[src/rtl/sd_bit_serializer.sv]
// Parallel-to-serial feeder for the sequence detector: buffers words in a small FIFO
// and shifts them out one bit per clock with no gap between back-to-back words.
module sd_bit_serializer #(
  parameter int unsigned WIDTH     = 8,
  parameter int unsigned DEPTH     = 4,
  parameter bit          MSB_FIRST = 1'b1,
  parameter bit          IDLE_BIT  = 1'b0
) (
  input  logic                         clk,
  input  logic                         reset,
  input  logic                         flush,
  input  logic [WIDTH-1:0]             in_data,
  input  logic                         in_valid,
  output logic                         in_ready,
  output logic                         ser_out,
  output logic                         ser_active,
  output logic                         word_done,
  output logic [$clog2(DEPTH+1)-1:0]   fill_level
);

  localparam int unsigned PtrW  = $clog2(DEPTH);
  localparam int unsigned CntW  = $clog2(WIDTH);
  localparam int unsigned FillW = $clog2(DEPTH + 1);

  typedef enum logic [0:0] {StIdle, StShift} state_e;

  logic [WIDTH-1:0] mem_q [DEPTH];
  logic [PtrW-1:0]  wr_ptr_q, wr_ptr_d;
  logic [PtrW-1:0]  rd_ptr_q, rd_ptr_d;
  logic [FillW-1:0] fill_q, fill_d;

  state_e           state_q, state_d;
  logic [CntW-1:0]  cnt_q, cnt_d;
  logic [WIDTH-1:0] shreg_q, shreg_d;
  logic             ser_out_q, ser_out_d;
  logic             active_q, active_d;
  logic             done_q, done_d;

  logic             full, empty, push, pop;
  logic [WIDTH-1:0] head;
  logic             first_bit, next_bit;

  // Shift so that the next bit to send always sits at the output end of the register.
  function automatic logic [WIDTH-1:0] shift_word(input logic [WIDTH-1:0] w);
    if (MSB_FIRST) begin
      return w << 1;
    end else begin
      return w >> 1;
    end
  endfunction

  assign full      = (fill_q == FillW'(DEPTH));
  assign empty     = (fill_q == '0);
  assign in_ready  = !full && !flush;
  assign push      = in_valid && in_ready;
  assign head      = mem_q[rd_ptr_q];
  assign first_bit = MSB_FIRST ? head[WIDTH-1] : head[0];
  assign next_bit  = MSB_FIRST ? shreg_q[WIDTH-1] : shreg_q[0];

  // Shifter / output FSM
  always_comb begin
    state_d   = state_q;
    cnt_d     = cnt_q;
    shreg_d   = shreg_q;
    ser_out_d = IDLE_BIT;
    active_d  = 1'b0;
    done_d    = 1'b0;
    pop       = 1'b0;

    if (flush) begin
      state_d = StIdle;
      cnt_d   = '0;
    end else begin
      unique case (state_q)
        StIdle: begin
          if (!empty) begin
            pop       = 1'b1;
            ser_out_d = first_bit;
            shreg_d   = shift_word(head);
            cnt_d     = CntW'(WIDTH - 1);
            active_d  = 1'b1;
            state_d   = StShift;
          end
        end
        StShift: begin
          if (cnt_q != '0) begin
            ser_out_d = next_bit;
            shreg_d   = shift_word(shreg_q);
            cnt_d     = cnt_q - CntW'(1);
            active_d  = 1'b1;
            done_d    = (cnt_q == CntW'(1));
          end else if (!empty) begin
            // Last bit is on the line: reload now so the next word follows without a gap.
            pop       = 1'b1;
            ser_out_d = first_bit;
            shreg_d   = shift_word(head);
            cnt_d     = CntW'(WIDTH - 1);
            active_d  = 1'b1;
          end else begin
            state_d = StIdle;
          end
        end
        default: state_d = StIdle;
      endcase
    end
  end

  // FIFO bookkeeping
  always_comb begin
    wr_ptr_d = wr_ptr_q;
    rd_ptr_d = rd_ptr_q;
    fill_d   = fill_q;
    if (flush) begin
      wr_ptr_d = '0;
      rd_ptr_d = '0;
      fill_d   = '0;
    end else begin
      if (push) begin
        wr_ptr_d = wr_ptr_q + PtrW'(1);
      end
      if (pop) begin
        rd_ptr_d = rd_ptr_q + PtrW'(1);
      end
      if (push && !pop) begin
        fill_d = fill_q + FillW'(1);
      end else if (pop && !push) begin
        fill_d = fill_q - FillW'(1);
      end
    end
  end

  always_ff @(posedge clk) begin
    if (push) begin
      mem_q[wr_ptr_q] <= in_data;
    end
  end

  always_ff @(posedge clk or posedge reset) begin
    if (reset) begin
      wr_ptr_q  <= '0;
      rd_ptr_q  <= '0;
      fill_q    <= '0;
      state_q   <= StIdle;
      cnt_q     <= '0;
      shreg_q   <= '0;
      ser_out_q <= IDLE_BIT;
      active_q  <= 1'b0;
      done_q    <= 1'b0;
    end else begin
      wr_ptr_q  <= wr_ptr_d;
      rd_ptr_q  <= rd_ptr_d;
      fill_q    <= fill_d;
      state_q   <= state_d;
      cnt_q     <= cnt_d;
      shreg_q   <= shreg_d;
      ser_out_q <= ser_out_d;
      active_q  <= active_d;
      done_q    <= done_d;
    end
  end

  assign ser_out    = ser_out_q;
  assign ser_active = active_q;
  assign word_done  = done_q;
  assign fill_level = fill_q;

endmodule

[config.mk]
export PLATFORM = sky130hd
export DESIGN_NAME = sd_bit_serializer
export DESIGN_NICKNAME = d
export VERILOG_FILES = /design/src/rtl/sd_bit_serializer.sv
export SDC_FILE = /design/constraint.sdc
export NUM_CORES = 1
export LEC_CHECK = 0
export BUFFER_PORTS_ARGS = -buffer_cell sky130_fd_sc_hd__buf_4
export CORE_ASPECT_RATIO = 1.1
export CORE_UTILIZATION = 55
export DETAILED_ROUTE_END_ITERATION = 16
export PLACE_DENSITY = 0.72
export REMOVE_ABC_BUFFERS = 1
export SETUP_SLACK_MARGIN = 0.02
export SYNTH_ARGS = -nofsm -noshare
export SYNTH_HDL_FRONTEND = slang
export SYNTH_SLANG_ARGS = --single-unit
[constraint.sdc]
create_clock -name clk -period 6.65 [get_ports clk]
set_clock_uncertainty 0.2 [all_clocks]
set_input_delay 0.665 -clock clk [delete_from_list [all_inputs] [get_ports clk]]
set_output_delay 0.665 -clock clk [all_outputs]
set_load 0.1 [all_outputs]
* After elaboration in Yosys (flattened, before gate mapping) *
Memories as Yosys holds them, arrays and structs flattened.
Cells that the tools add are included.

word-level totals
  bits in registers = 21
  latch bits = 0
  RAM bits = 32
  memory bits (read-only) = 0
  bits of input ports = 12
  output and inout bits = 7
  memories = 1

memories
  name   depth  bits a word  rd ports  clocked after memory_dff  write ports  line  source
  mem_q  4      8            1         0                         1            27    logic [WIDTH-1:0] mem_q [DEPTH];

cells by class
  add/subtract/negate cells = 5
  multipliers = 0
  divide/modulo/power cells = 0
  $lt $le $gt $ge = 0
  eq/ne operators = 2
  shifts and indexed selects = 0
  muxes and demuxes = 30
  bitwise gates (word level) = 1
  reductions and logical operators = 13

operators with widths
  operator                                                                number
  3-bit two-way mux                                                       6
  8-bit two-way mux                                                       2
  8-bit one-hot mux with 2 select lines                                   1
  1-bit two-way mux                                                       13
  2-bit two-way mux                                                       4
  1-bit one-hot mux with 2 select lines                                   3
  3-bit one-hot mux with 2 select lines                                   1
  3-bit nonzero test                                                      2
  3-bit by 1-bit subtractor with 3-bit output (second input constant)     2
  2-bit by 1-bit adder with 2-bit output (second input constant)          2
  1-bit logical AND                                                       4
  1-bit logical NOT                                                       4
  2-bit nonzero test                                                      2
  3-bit by 1-bit adder with 3-bit output (second input constant)          1
  3-bit by 1-bit equality test with 1-bit output (second input constant)  1
  3-bit equality test (second input constant)                             1
  3-bit logical NOT                                                       1
  1-bit NOT                                                               1

* Logic depth before layout (Yosys ltp) *
  depth after elaboration = 9
  mapped depth = 9
  mapped depth without buffers = 9

* Least setup slack after synthesis *
Ideal clock, no wire load.

  path type = register -> output
  start = register fill_q[1], in the netlist fill_level[1]
  end = output port in_ready
  arrival = 2.670 ns
  required time = 5.785 ns
  slack = 3.115 ns
  cell stages (with the launch flop) = 4
  buffers on the path = 1
  cell sequence = dfrtp_1 or3b_1 buf_6 nor2b_1

on the way
  cells in the longest elaborated chain, start to end = 3

ends and longest elaborated chain
  element                   line  source
  start: declaration        30    logic [FillW-1:0] fill_q, fill_d;
  start signal: assignment  152   fill_q <= fill_d;
  3-bit equality test       52    assign full = (fill_q == FillW'(DEPTH));
  1-bit logical NOT         54    assign in_ready = !full && !flush;
  1-bit logical AND         54
  end: declaration          14    output logic in_ready,

Every way passes these cells.

* Worst setup path in the final report *
  start = register cnt_q[0]
  end = register fill_q[2], in the netlist fill_level[2]

on the way
  cells in the longest elaborated chain, start to end = 8
  elaborated cells between the ends (all ways) = 10
  those cells by class = 5 x mux; 5 x reduce/logical

ends and longest elaborated chain
  element                                    line  source
  start: declaration                         33    logic [CntW-1:0] cnt_q, cnt_d;
  start signal: assignment                   154   cnt_q <= cnt_d;
  3-bit nonzero test (*)                     86    if (cnt_q != '0) begin
  1-bit two-way mux (*)                      86
  1-bit one-hot mux with 2 select lines (*)  74    unique case (state_q)
  1-bit two-way mux (*)                      70    if (flush) begin
  1-bit logical NOT                          124   if (push && !pop) begin
  1-bit logical AND                          124
  3-bit two-way mux                          124
  3-bit two-way mux                          113   if (flush) begin

Every way passes the cells marked *; elsewhere a longest branch is shown, timed or not.
A chain may end at the register's enable or synchronous reset.

==> flow_summary_export.csv <==
group,metric,value,unit
setup_path,worstPathCellList,"inv_1 > ha_1 > ha_1 > nor2b_1 > o211ai_1 > inv_1 > fa_1 > mux4_2 > o22ai_2",
outcome,run_status,"complete, no violations",
setup_path,slowest_stage_cell_cp,"sky130_fd_sc_hd__nor2b_1",
timing,timing.final.setup_violations,0,
floorplanning,die_x,63.6,um
clocking,resized_gates_after_cts,0,
final_layout,fin_cells,232,
timing,post-route-period-util,0.448,
route,postRouteAntennaNets,0,
global_routing,grt_max_degree,22,
pwr,cellLeakagePower,0.991,nW
clocking,numCtsBuffers,5,
route,detailroute.via_count,1291,
clocking,cts.repair_timing.setup_buffer_count,0,
synth,synth_area,2290,sq um
floorplanning,initial_utilization,0.578,
floorplanning,rows,24,
timing,timing.setup.tns,0,ns
route,wl_per_cell,16.2,um
setup_path,cpLargestDelayFamily,"simple AND/OR/NAND/NOR gates",
setup_path,critical_path_required,6.69,ns
floorplanning,floorplan.die_area,4430,sq um
setup_path,timing.critical_path.from_type,"flop",
timing,hold_slack,0.277,ns
route,drc,0,
global_routing,grt_util_met1,0.241,
clocking,clockBufferDepth,2,
global_routing,grt_most_used_layer,"met2",
placement,routabilityCongestion,0.792,
pwr,vdd_drop_max,0.194,mV
synth,yosys_register_bits,53,
floorplanning,io_pins,19,
timing,finalMaxSlewViolations,0,
setup_path,crit_fanout,13,
clocking,clk_pin_slew,0.10,ns
final_layout,final_nets,199,
clocking,cts.htree.levels,2,
global_routing,grt_use_met2,0.348,
synth,syn-instance-count,161,
route,drt-pass1-iter-count,4,
synth,ys_dominant_reg_cell,"sky130_fd_sc_hd__edfxtp_1",
setup_path,critical_path.endpoint_type,"flop",
setup_path,worst-path-stages,9,
global_routing,grt_pass1_wl,6.44,mm
setup_path,worst_r2r_endpoint,"fill_level[2]$_DFFE_PP0P_",
setup_path,biggest_cell_delay_along_the_critical_path,0.66,ns
setup_path,setup.worst_path.class,"reg2reg",
final_layout,antennaDiodeCount,0,
setup_path,setup.reg_to_reg.worst_slack,3.67,ns
timing,max_slew.worst_pin.slew,0.843,ns
placement,placed_cells,224,
route,finalWirelength,3.77,mm
placement,detailed_place_hpwl,2.64,mm
final_layout,layout-drive-gt1-share,0.211,
timing,maximum_frequency_from_static_timing_analysis,335,MHz
timing,fin_crit,2.98,ns
synth,syn-mean-instance-area,14.2,sq um
min_path,worst_hold_path_type,"reg2reg",
placement,place_area,2460,sq um
synth,synth.distinct_cells,32,
global_routing,grt_use_met3,0.0345,
global_routing,grt_pass1_vias,1347,
run,cap_violations,0,
clocking,clk-insertion-delay-late,0.31,ns
setup_path,reg2reg_from,"cnt_q[0]$_DFF_PP0_",
final_layout,fillerInstances,297,
min_path,timing.hold.worst_endpoint,"word_done$_DFF_PP0_",
timing,worst_slew_margin_rel,0.437,
global_routing,groute.usage.overall,0.199,
global_routing,initial_antenna_violation_count,0,
final_layout,post_layout_instance_area,2550,sq um
clocking,cts_tree,"done",
min_path,min-delay-start,"cnt_q[2]$_DFF_PP0_",
floorplanning,die_h,69.7,um
clocking,postCtsHoldBufs,0,
setup_path,critPathArrivalTime,3.02,ns
pwr,p_total,1.11,mW
pwr,power-per-cell-area,434,nW/um^2
route,detail_route.vias_per_cell,5.56,
min_path,whs_path_depth,1,
synth,fraction_of_the_yosys_area_taken_by_sequential_cells,0.648,
synth,ys_async_sr_fraction,0.396,
timing,hold_violations,0,
setup_path,worstPathBufferInverterCount,2,
timing,rsz0062_at_grt,"false",
final_layout,area_growth_syn_to_layout,11.1,%
clocking,clock-sinks,53,
floorplanning,placeableCoreArea,3960,sq um
global_routing,globalRoute.totalOverflow,0,
synth,synthesis.yosys.warnings,0,
setup_path,worst_r2r_path_depth,9,
clocking,cts_root_buffer,"sky130_fd_sc_hd__clkbuf_8",
placement,port-buffer-count,18,
synth,synth_enable_flop_cells,32,
route,number_of_drc_markers_after_the_initial_detailed_route_iteration,118,
-- logic make-up after synthesis --
logic type	after synthesis	synth area share
AOI/OAI and AO/OA	21	0.0633
xor gates and xnor gates	4	0.0153
adders and majority gates	8	0.0469
buffers and inverters	18	0.0333
DFF	53	0.648
muxes	9	0.0884
and+or+nand+nor	48	0.104
-- flip-flops by register name (all words and copies together), names as in the netlist --
signal      flops
ser_out         1
rd_ptr_q        2
cnt_q           3
shreg_q         8
fill_level      3
word_done       1
mem_q          32
wr_ptr_q        2
ser_active      1
-- Yosys cell counts, types with 3 or more instances --
cell type	instances	share of area
sky130_fd_sc_hd__nand2b_1	3	0.0082
sky130_fd_sc_hd__edfxtp_1	32	0.42
sky130_fd_sc_hd__nor2b_1	4	0.011
sky130_fd_sc_hd__xnor2_1	4	0.015
sky130_fd_sc_hd__a211oi_1	3	0.0098
sky130_fd_sc_hd__inv_1	11	0.018
sky130_fd_sc_hd__nand2_1	5	0.0082
sky130_fd_sc_hd__ha_1	7	0.038
sky130_fd_sc_hd__and3_1	4	0.011
sky130_fd_sc_hd__a21oi_1	4	0.0087
sky130_fd_sc_hd__o22ai_1	8	0.022
sky130_fd_sc_hd__nor2_1	21	0.034
sky130_fd_sc_hd__mux4_2	9	0.088
sky130_fd_sc_hd__clkbuf_1	4	0.0065
sky130_fd_sc_hd__dfrtp_1	21	0.23
-- layout make-up --
class	count	area, sq um	share of cell area
sequential	53	1490	0.583
multi-input combinational	90	729	0.286
clock buffer	5	68.8	0.0270
clock inverter	3	21.3	0.00835
inverter	11	41.3	0.0162
timing repair buffer	18	135	0.0530
tap	52	65.1	0.0255
-- routing by layer --
| metal | up-vias | part of all wire | wire [um] |
|---|---|---|---|
| met5 | - | 0 | 0 |
| met4 | 0 | 0.019 | 70 |
| met3 | 5 | 0.023 | 88 |
| met2 | 19 | 0.54 | 2020 |
| met1 | 651 | 0.42 | 1590 |
| li1 | 616 | - | - |
-- layout by cell type, fill, tap and decap left out --
master,instances
sky130_fd_sc_hd__clkinv_2,1
sky130_fd_sc_hd__a2111oi_0,1
sky130_fd_sc_hd__nor2_1,21
sky130_fd_sc_hd__o22ai_1,8
sky130_fd_sc_hd__a211o_1,1
sky130_fd_sc_hd__nor2b_1,4
sky130_fd_sc_hd__nand2_1,5
sky130_fd_sc_hd__or3_1,2
sky130_fd_sc_hd__fa_1,1
sky130_fd_sc_hd__or3b_1,1
sky130_fd_sc_hd__o211ai_1,1
sky130_fd_sc_hd__dfrtp_1,21
sky130_fd_sc_hd__inv_1,11
sky130_fd_sc_hd__nand3_1,2
sky130_fd_sc_hd__buf_4,18
sky130_fd_sc_hd__and2_2,1
sky130_fd_sc_hd__nor3_1,1
sky130_fd_sc_hd__xnor2_1,4
sky130_fd_sc_hd__mux4_2,9
sky130_fd_sc_hd__o22ai_2,1
sky130_fd_sc_hd__and2_1,1
sky130_fd_sc_hd__o31ai_1,2
sky130_fd_sc_hd__a21oi_1,4
sky130_fd_sc_hd__or3_2,1
sky130_fd_sc_hd__a211oi_1,3
sky130_fd_sc_hd__clkbuf_8,5
sky130_fd_sc_hd__ha_1,7
sky130_fd_sc_hd__nand2b_1,3
sky130_fd_sc_hd__and3_1,4
sky130_fd_sc_hd__nor3b_1,2
sky130_fd_sc_hd__inv_6,1
sky130_fd_sc_hd__edfxtp_1,32
sky130_fd_sc_hd__clkinvlp_4,1
-- per-stage QoR --
stage,utilization,setup WS [ns]
after floorplan,-,3.11
after global placement,0.620,3.87
after detailed placement,0.620,3.69
after CTS,0.643,3.69
after global routing,0.643,3.43
final,0.643,3.67
-- how the worst max path moves through the flow --
stage / to / slack (ns) / startpoint
2_1_floorplan: in_ready / 3.11 / fill_level[1]$_DFFE_PP0P_
3_3_place_gp: fill_level[2]$_DFFE_PP0P_ / 3.87 / cnt_q[0]$_DFF_PP0_
3_5_place_dp: fill_level[2]$_DFFE_PP0P_ / 3.69 / cnt_q[0]$_DFF_PP0_
4_1_cts: fill_level[2]$_DFFE_PP0P_ / 3.69 / cnt_q[0]$_DFF_PP0_
5_1_grt: fill_level[2]$_DFFE_PP0P_ / 3.43 / cnt_q[0]$_DFF_PP0_
6_report: fill_level[2]$_DFFE_PP0P_ / 3.67 / cnt_q[0]$_DFF_PP0_
-- power by group --
group	total, mW	switching [mW]	internal, mW
combinational	0.454	0.289	0.165
clock	0.179	0.104	0.0748
sequential	0.473	0.0584	0.415
total	1.11	0.451	0.655
Power figures use the tool's default switching activity.
